--- src/rtl/bus_switch_scheduler_if.sv ---
// ---------------------------------------------------------------------------
// bus_switch_scheduler_if : requester, command and release signals of the
// busSwitch command scheduler.   Rev 1.0
// ---------------------------------------------------------------------------
`default_nettype none

interface bus_switch_scheduler_if #(
  parameter int N = 4,
  parameter int R = 2
);
  logic [R*2*N-1:0] req_cmd;
  logic [R-1:0]     req_isReady;
  logic [R-1:0]     req_canReceive;
  logic [N*N-1:0]   allowedCMDMask;
  logic [2*N-1:0]   cmd;
  logic             cmd_isReady;
  logic             cmd_canReceive;
  logic [N-1:0]     done_isLast;
  logic [N-1:0]     busy;
  logic             err;
  logic [R-1:0]     err_req;

  modport slave (
    input  req_cmd, req_isReady, allowedCMDMask, cmd_canReceive, done_isLast,
    output req_canReceive, cmd, cmd_isReady, busy, err, err_req
  );

  modport master (
    output req_cmd, req_isReady, allowedCMDMask, cmd_canReceive, done_isLast,
    input  req_canReceive, cmd, cmd_isReady, busy, err, err_req
  );
endinterface

`default_nettype wire

--- src/rtl/bus_switch_scheduler.sv ---
// ---------------------------------------------------------------------------
// bus_switch_scheduler : round-robin issue of conflict-free routes to
// busSwitch, with endpoint occupancy tracking.   Rev 1.0
// ---------------------------------------------------------------------------
`default_nettype none

module bus_switch_scheduler #(
  parameter int N = 4,
  parameter int R = 2
) (
  input  wire logic              clk,
  input  wire logic              rst,
  bus_switch_scheduler_if.slave  bus
);

  localparam int             c_cmd_w = 2 * N;
  localparam int             c_sel_w = (R > 1) ? $clog2(R) : 1;
  localparam int             c_try_w = c_sel_w + 1;
  localparam logic [N-1:0]   c_one_n = N'(1);

  logic [N-1:0]         r_busy;
  logic [N-1:0]         r_route [N];
  logic [c_cmd_w-1:0]   r_cmd;
  logic                 r_cmd_vld;
  logic [c_sel_w-1:0]   r_ptr;
  logic                 r_err;
  logic [R-1:0]         r_err_req;

  logic [N-1:0]         w_src   [R];
  logic [N-1:0]         w_dst   [R];
  logic [N-1:0]         w_allow [R];
  logic [R-1:0]         w_mal;
  logic [R-1:0]         w_cand;
  logic                 w_found;
  logic [c_sel_w-1:0]   w_sel;
  logic [c_try_w-1:0]   w_try;
  logic                 w_slot_free;
  logic                 w_consume;
  logic                 w_grant;
  logic [R-1:0]         w_take;
  logic [c_cmd_w-1:0]   w_sel_cmd;
  logic [N-1:0]         w_grant_mask;
  logic [N-1:0]         w_rel;
  logic [N-1:0]         w_rel_mask;
  logic [c_sel_w-1:0]   w_ptr_nxt;

  // Decode each request; a source that is not one-hot is malformed, so the
  // allowed-destination OR over all set source bits is exact when it matters.
  always_comb begin
    for (int r = 0; r < R; r++) begin
      w_src[r]   = bus.req_cmd[r*c_cmd_w +: N];
      w_dst[r]   = bus.req_cmd[r*c_cmd_w + N +: N];
      w_allow[r] = '0;
      for (int d = 0; d < N; d++) begin
        for (int s = 0; s < N; s++) begin
          if (w_src[r][s] && bus.allowedCMDMask[d*N + s]) begin
            w_allow[r][d] = 1'b1;
          end
        end
      end
      w_mal[r]  = (w_src[r] == '0)
               || ((w_src[r] & (w_src[r] - c_one_n)) != '0)
               || (w_dst[r] == '0)
               || ((w_src[r] & w_dst[r]) != '0)
               || ((w_dst[r] & ~w_allow[r]) != '0);
      w_cand[r] = bus.req_isReady[r]
               && (w_mal[r] || (((w_src[r] | w_dst[r]) & r_busy) == '0));
    end
  end

  always_comb begin
    w_found = 1'b0;
    w_sel   = '0;
    w_try   = '0;
    for (int k = 0; k < R; k++) begin
      w_try = {1'b0, r_ptr} + c_try_w'(k);
      if (w_try >= c_try_w'(R)) begin
        w_try = w_try - c_try_w'(R);
      end
      if (!w_found && w_cand[w_try[c_sel_w-1:0]]) begin
        w_found = 1'b1;
        w_sel   = w_try[c_sel_w-1:0];
      end
    end
  end

  assign w_slot_free  = !r_cmd_vld || bus.cmd_canReceive;
  assign w_consume    = !rst && w_slot_free && w_found;
  assign w_grant      = w_consume && !w_mal[w_sel];
  assign w_sel_cmd    = bus.req_cmd[w_sel*c_cmd_w +: c_cmd_w];
  assign w_grant_mask = w_grant ? (w_src[w_sel] | w_dst[w_sel]) : '0;
  assign w_ptr_nxt    = (w_sel == c_sel_w'(R - 1)) ? '0 : w_sel + c_sel_w'(1);
  assign w_rel        = bus.done_isLast & r_busy;

  always_comb begin
    w_take = '0;
    for (int r = 0; r < R; r++) begin
      w_take[r] = w_consume && (w_sel == c_sel_w'(r));
    end
  end

  // A release frees its own endpoint plus every endpoint its route claimed.
  always_comb begin
    w_rel_mask = w_rel;
    for (int s = 0; s < N; s++) begin
      if (w_rel[s]) begin
        w_rel_mask = w_rel_mask | r_route[s];
      end
    end
  end

  always_ff @(posedge clk) begin
    if (rst) begin
      r_cmd     <= '0;
      r_cmd_vld <= 1'b0;
      r_busy    <= '0;
      r_ptr     <= '0;
      r_err     <= 1'b0;
      r_err_req <= '0;
      for (int s = 0; s < N; s++) begin
        r_route[s] <= '0;
      end
    end else begin
      r_err     <= w_consume && w_mal[w_sel];
      r_err_req <= w_take & {R{w_mal[w_sel]}};
      if (w_grant) begin
        r_cmd     <= w_sel_cmd;
        r_cmd_vld <= 1'b1;
      end else if (r_cmd_vld && bus.cmd_canReceive) begin
        r_cmd     <= '0;
        r_cmd_vld <= 1'b0;
      end
      // Granted bits are never busy, so grant and release never collide.
      r_busy <= (r_busy & ~w_rel_mask) | w_grant_mask;
      for (int s = 0; s < N; s++) begin
        if (w_rel[s]) begin
          r_route[s] <= '0;
        end else if (w_grant && w_src[w_sel][s]) begin
          r_route[s] <= w_dst[w_sel];
        end
      end
      if (w_consume) begin
        r_ptr <= w_ptr_nxt;
      end
    end
  end

  assign bus.req_canReceive = w_take;
  assign bus.cmd            = r_cmd;
  assign bus.cmd_isReady    = r_cmd_vld;
  assign bus.busy           = r_busy;
  assign bus.err            = r_err;
  assign bus.err_req        = r_err_req;

endmodule

`default_nettype wire

--- src/flat_wrapper.sv ---
// flat-port wrapper written by rule: the top's interface ports become plain ports
module bus_switch_scheduler_flat 
#(
  parameter int N = 4,
  parameter int R = 2
)
  (clk, rst, bus_req_cmd, bus_req_isReady, bus_allowedCMDMask, bus_cmd_canReceive, bus_done_isLast, bus_req_canReceive, bus_cmd, bus_cmd_isReady, bus_busy, bus_err, bus_err_req);
  bus_switch_scheduler_if #(.N(N), .R(R)) bus_i ();
  input  wire logic clk;
  input  wire logic rst;
  input wire logic [$bits(bus_i.req_cmd)-1:0] bus_req_cmd;
  input wire logic [$bits(bus_i.req_isReady)-1:0] bus_req_isReady;
  input wire logic [$bits(bus_i.allowedCMDMask)-1:0] bus_allowedCMDMask;
  input wire logic [$bits(bus_i.cmd_canReceive)-1:0] bus_cmd_canReceive;
  input wire logic [$bits(bus_i.done_isLast)-1:0] bus_done_isLast;
  output wire logic [$bits(bus_i.req_canReceive)-1:0] bus_req_canReceive;
  output wire logic [$bits(bus_i.cmd)-1:0] bus_cmd;
  output wire logic [$bits(bus_i.cmd_isReady)-1:0] bus_cmd_isReady;
  output wire logic [$bits(bus_i.busy)-1:0] bus_busy;
  output wire logic [$bits(bus_i.err)-1:0] bus_err;
  output wire logic [$bits(bus_i.err_req)-1:0] bus_err_req;
  assign bus_i.req_cmd = bus_req_cmd;
  assign bus_i.req_isReady = bus_req_isReady;
  assign bus_i.allowedCMDMask = bus_allowedCMDMask;
  assign bus_i.cmd_canReceive = bus_cmd_canReceive;
  assign bus_i.done_isLast = bus_done_isLast;
  assign bus_req_canReceive = bus_i.req_canReceive;
  assign bus_cmd = bus_i.cmd;
  assign bus_cmd_isReady = bus_i.cmd_isReady;
  assign bus_busy = bus_i.busy;
  assign bus_err = bus_i.err;
  assign bus_err_req = bus_i.err_req;
  bus_switch_scheduler #(.N(N), .R(R)) u_core (.clk(clk), .rst(rst), .bus(bus_i));
endmodule
--- config.mk ---
export PLATFORM = sky130hd
export DESIGN_NAME = bus_switch_scheduler_flat
export DESIGN_NICKNAME = d
export VERILOG_FILES = /design/src/rtl/bus_switch_scheduler_if.sv /design/src/rtl/bus_switch_scheduler.sv /design/src/flat_wrapper.sv
export SDC_FILE = /design/constraint.sdc
export NUM_CORES = 1
export LEC_CHECK = 0
export CAP_MARGIN = 20
export CELL_PAD_IN_SITES_DETAIL_PLACEMENT = 1
export CELL_PAD_IN_SITES_GLOBAL_PLACEMENT = 1
export CORE_MARGIN = 2
export CORE_UTILIZATION = 36
export DETAILED_ROUTE_END_ITERATION = 8
export GPL_ROUTABILITY_DRIVEN = 0
export GPL_TIMING_DRIVEN = 1
export PLACE_DENSITY_LB_ADDON = 0.05
export SLEW_MARGIN = 20
export SYNTH_ARGS = -nofsm -noshare
export SYNTH_HDL_FRONTEND = slang
export SYNTH_SLANG_ARGS = --single-unit
--- constraint.sdc ---
create_clock -name clk -period 4.41 [get_ports clk]
set_clock_uncertainty 0.05 [all_clocks]
set_input_delay 0.441 -clock clk [delete_from_list [all_inputs] [get_ports clk]]
set_output_delay 0.441 -clock clk [all_outputs]
set_load 0.1 [all_outputs]
### After elaboration in Yosys (flattened, before gate mapping)

Memory sizes are Yosys's and may differ from the RTL's.
Index checks and enable logic that the tools add are counted.

* $lt $le $gt $ge: 6
* reductions and logical operators: 74
* bitwise gates (word level): 32
* $add $sub $neg: 6
* muxes and demuxes: 98
* shift-type cells: 1

Operators by type and width (count)
* 1-bit 2-to-1 mux: 77
* 4-bit 2-to-1 mux: 19
* 1-bit logical AND: 46
* 4-bit bitwise AND: 10
* 4-bit OR: 8
* 4-bit logical NOT: 6
* 4-bit nonzero test: 6
* 8-bit 2-to-1 mux: 2
* 16-bit by 5-bit variable part select with 8-bit output: 1
* 4-bit NOT: 3
* 1-bit logical OR: 11
* 1-bit OR: 8
* 4-bit by 1-bit subtractor with 4-bit output (second input constant): 2
* 1-bit by 2-bit less-than comparator with 1-bit output (second input constant): 3
* 2-bit greater-or-equal comparator (second input constant): 2
* 1-bit logical NOT: 4
* 1-bit by 1-bit adder with 2-bit output (second input constant): 1
* 2-bit bitwise AND: 1
* 1-bit by 2-bit greater-or-equal comparator with 1-bit output (second input constant): 1
* 1-bit NOT with 2-bit output: 1
* 2-bit nonzero test: 1
* 1-bit subtractor (second input constant): 2
* 1-bit adder (second input constant): 1
* 1-bit NOT: 1

* memories kept: 1
* register bits: 17
* output and inout bits: 18
* bits in writable memories: 16
* input bits: 41
* logic and storage cells: 224

Memories
* u_core.r_route: words 4, bits a word 4, rd ports 4, clocked after memory_dff 0, wr ports 4, RTL line bus_switch_scheduler.sv:22 `logic [N-1:0] r_route [N];`

### Depth between registers and ports, before layout

* depth in word-level cells: 27
* depth in mapped cells: 10
* gate-level depth less buffers: 7

### Worst setup path before layout

Ideal clock, no wire load.

* path type: register to output
* start point: register u_core.r_busy[2] (netlist: u_core.bus.busy[2])
* end point: output bus_req_canReceive[0]
* arrival: 3390 ps
* path slack: 529 ps
* required time: 3919 ps
* stages on the path, launching flop included: 7
* cell sequence: dfxtp_1 -> o21ai_0 -> and4_1 -> o31ai_4 -> nor2_2 -> buf_4 -> nor2_1

* word-level cells in the longest chain between the ends: 12

Ends and longest elaborated chain
* from (decl): RTL line bus_switch_scheduler.sv:21 `logic [N-1:0] r_busy;`
* from (signal assigned): RTL line bus_switch_scheduler.sv:134 `r_busy <= (r_busy & ~w_rel_mask) | w_grant_mask;`
* 4-bit bitwise AND: RTL line bus_switch_scheduler.sv:67 `&& (w_mal[r] || (((w_src[r] | w_dst[r]) & r_busy) == '0));`
* 4-bit logical NOT: RTL line bus_switch_scheduler.sv:67
* 1-bit logical OR: RTL line bus_switch_scheduler.sv:67
* 1-bit logical AND: RTL line bus_switch_scheduler.sv:67
* 1-bit 2-to-1 mux (implied by the code) (2 in series): RTL line bus_switch_scheduler.sv:80 `if (!w_found && w_cand[w_try[c_sel_w-1:0]]) begin`
* 1-bit 2-to-1 mux: RTL line bus_switch_scheduler.sv:80
* 1-bit logical NOT: RTL line bus_switch_scheduler.sv:80
* 1-bit logical AND: RTL line bus_switch_scheduler.sv:80
* 1-bit 2-to-1 mux: RTL line bus_switch_scheduler.sv:80
* 1-bit logical AND or 1-bit NOT (tied branches): RTL line bus_switch_scheduler.sv:88, bus_switch_scheduler.sv:98
* 1-bit logical AND *: RTL line bus_switch_scheduler.sv:98 `w_take[r] = w_consume && (w_sel == c_sel_w'(r));`
* to (decl): RTL line flat_wrapper.sv:16 `output wire logic [$bits(bus_i.req_canReceive)-1:0] bus_req_canReceive;`

Every way passes the cells marked *; elsewhere a longest branch is shown, timed or not. The select of a mux whose other input is x is not followed.

### Worst setup path in the final report

* start point: input bus_req_cmd[3]
* end point: output bus_req_canReceive[1]

* word-level cells in the longest chain between the ends: 17

Ends and longest elaborated chain
* from (decl): RTL line flat_wrapper.sv:11 `input wire logic [$bits(bus_i.req_cmd)-1:0] bus_req_cmd;`
* 4-bit by 1-bit subtractor with 4-bit output: RTL line bus_switch_scheduler.sv:62 `|| ((w_src[r] & (w_src[r] - c_one_n)) != '0)`
* 4-bit bitwise AND: RTL line bus_switch_scheduler.sv:62
* 4-bit nonzero test: RTL line bus_switch_scheduler.sv:62
* 1-bit logical OR: RTL line bus_switch_scheduler.sv:62
* 1-bit logical OR: RTL line bus_switch_scheduler.sv:63 `|| (w_dst[r] == '0)`
* 1-bit logical OR: RTL line bus_switch_scheduler.sv:64 `|| ((w_src[r] & w_dst[r]) != '0)`
* 1-bit logical OR: RTL line bus_switch_scheduler.sv:65 `|| ((w_dst[r] & ~w_allow[r]) != '0);`
* 1-bit logical OR *: RTL line bus_switch_scheduler.sv:67
* 1-bit logical AND *: RTL line bus_switch_scheduler.sv:67
* 1-bit 2-to-1 mux (implied by the code) (2 in series): RTL line bus_switch_scheduler.sv:80
* 1-bit 2-to-1 mux: RTL line bus_switch_scheduler.sv:80
* 1-bit logical NOT: RTL line bus_switch_scheduler.sv:80
* 1-bit logical AND: RTL line bus_switch_scheduler.sv:80
* 1-bit 2-to-1 mux: RTL line bus_switch_scheduler.sv:80
* 1-bit logical AND: RTL line bus_switch_scheduler.sv:88 `assign w_consume = !rst && w_slot_free && w_found;`
* 1-bit logical AND *: RTL line bus_switch_scheduler.sv:98

Marked as above.

==> results.toml <==
[clocking]
clkLatencyLatePin_ps = 280
h-tree-depth = 2
cts.path.max_buffers = 2
postCtsSetupRepairBufs = 0
numCtsBuffers = 5
cts.sinks = 29
ctsResizeCount = 0
tritoncts = "yes"
hold_buffers = 0
clockRootBuffer = "clkbuf_8"
clk_pin_slew_ps = 60

[synthesis]
yosys_register_bits = 29
ys_seq_area_frac = 0.400
synth_cells = 195
ys_types = 42
synth_edf_count = 12
ys.flop_type = "dfxtp_1"
avgSynthCellArea_um2 = 8.98
syn_nets = 236
async_flop_share = 0
yosysWarnings = 0
syn_area_um2 = 1750

[setup_path]
crit_start = "bus_req_cmd[3]"
path_cells = "clkdlybuf4s50_1, a222oi_1, o21ai_0, nor4b_1, a311oi_2, nor2_2, and2_1, buf_12"
setup.worst_path.end = "bus_req_canReceive[1]"
crit_fanout = 17
critPathRequiredTime_ps = 3920
critPathLaunchType = "input pin"
cpPeakStageDelay_ps = 740
end_kind = "primary output"
r2r-end = "u_core.r_route[3][1]"
crit_path_top_delay_cell = "nor2_2"
reg2reg_depth = 7
crit_type = "input pin to primary output"
reg2reg_from = "u_core.bus.busy[1]"
crit_arrival_ps = 3480
reg2reg_slack_ps = 1270

[timing]
period_share = 0.899
tightestPinTransition_ps = 984
max_slew_margin = 0.342
worst_slack_ps = 444
setup-violations-final = 0
drv_slew = 0
rsz0062_at_grt = "false"
fmax_mhz = 252
finalHoldViolations = 0
setup_tns_ps = 0
fin_crit_ps = 3970

[floorplan]
ioPinCount = 59
placementRows = 25
core_area_um2 = 4690
start_util = 0.373
fp.dieArea_um2 = 5440
die_w_um = 73.7
chipHeight_um = 73.7

[global_routing]
grt_max_degree = 30
gr-total-overflow = 0
track_usage = 0.239
grt_pass1_wl_um = 9830
antenna_found_initial = 0
grt_pass1_vias = 1890

[status]
status = "finished, final reports clean"

[drt]
post_drt_via_cell_ratio = 6.11
routed_wirelength_um = 5910
drc_errors = 0
ant_nets = 0
drt_iter0_markers = 150
detail_route.wl_per_cell_um = 19.5
vias = 1850
dr.pass1.iters = 6

[placement]
place_ws_ps = 313
hpwl_um = 4470
port_buffers = 58

[cells_and_area]
final_nets = 289
syn_to_final_growth_pct = 38.7
num-fill-cells = 560
mostFrequentLayoutCells = "clkdlybuf4s50_1 (56), o21ai_0 (18), nand2_1 (17), dfxtp_1 (17)"
drive_gt1_frac = 0.0643
antenna_cells = 0
final_common_cell = "clkdlybuf4s50_1"

[pwr]
power.leakage_nw = 0.865
power_density_nw_per_um2 = 325
ir_worst_vdd_mv = 0.175
power_mw = 0.788

[job]
drv_cap = 0

[worst_hold_path]
hold_depth = 2
min-delay-start = "u_core.bus.cmd[5]"
min_path_type = "flop to flop"
[how the worst min path moves through the flow]
stage	endpoint	slack [ps]
2_1_floorplan	u_core.r_ptr	410
3_3_place_gp	u_core.bus.cmd[4]	400
3_5_place_dp	u_core.bus.cmd[0]	410
4_1_cts	u_core.bus.cmd[0]	420
5_1_grt	u_core.bus.cmd[5]	450
6_report	u_core.bus.cmd[5]	410
[routing by layer]
metal	part of all wire	GRT usage	wire, µm	up-vias
li1	-	-	-	872
met1	0.42	0.317	2500	895
met2	0.49	0.386	2900	77
met3	0.075	0.0562	442	6
met4	0.013	0.0707	75	0
met5	0	0	0	-
[synth_stat cells (all sizes together) (2+ instances only)]
cell type / count / share of area
a21oi: 8 / 0.023
a222oi: 8 / 0.046
a31oi: 2 / 0.0071
a32oi: 3 / 0.015
and2: 2 / 0.0071
and3: 4 / 0.014
and4: 2 / 0.010
buf: 8 / 0.031
clkbuf: 5 / 0.011
dfxtp: 17 / 0.19
edfxtp: 12 / 0.21
inv: 2 / 0.0043
mux2i: 16 / 0.091
nand2: 17 / 0.036
nand3: 9 / 0.026
nand4: 5 / 0.018
nor2: 13 / 0.029
nor3: 16 / 0.046
nor4: 4 / 0.014
nor4b: 2 / 0.010
o21ai: 18 / 0.051
o21bai: 2 / 0.0086
o31ai: 5 / 0.029
[state kept, by name, indices dropped and copies added (netlist names)]
signal                  count
u_core.bus.err              1
u_core.r_ptr                1
u_core.bus.busy             4
u_core.bus.err_req          2
u_core.bus.cmd              8
u_core.r_route             12
u_core.bus.cmd_isReady      1
[kinds of logic (layout without fill, tap and decap cells)]
group / after synthesis / after routing / share of synthesized area
multiplexers: 16 / 16 / 0.0915
flip-flops: 29 / 29 / 0.400
AND/OR/NAND/NOR: 81 / 81 / 0.240
buffers and inverters: 15 / 69 / 0.0457
AO/OA/AOI/OAI: 53 / 53 / 0.217
XOR/XNOR: 1 / 1 / 0.00500
[final cells by class]
class                      count  area, µm²  share of cell area
multi-input combinational    151        970               0.399
sequential                    29        701               0.289
inverter                       2       7.51             0.00309
clock buffer                   5       68.8              0.0284
clock inverter                 3       17.5             0.00722
timing repair buffer          59        596               0.245
tap                           54       67.6              0.0278
[critical path: cells and delay by family]
family	cells	cell delay [ps]
simple gates	3	1470
compound gates	3	660
buf+inv	2	900
[stage by stage]
stage,std cells,instance area [µm²],hold WS [ps],util
5_1_grt,303,2430,450,0.517
3_3_place_gp,295,2340,399,0.499
2_1_floorplan,195,1750,414,-
3_5_place_dp,295,2340,408,0.499
6_report,303,2430,414,0.517
4_1_cts,303,2430,423,0.517
[report_power, final]
part / internal (mW) / total, mW / switching (mW)
registers: 0.300 / 0.313 / 0.0126
clock network: 0.109 / 0.211 / 0.102
logic: 0.0874 / 0.265 / 0.177
total: 0.496 / 0.788 / 0.292
Note: power is estimated with default switching activity, not from simulation.
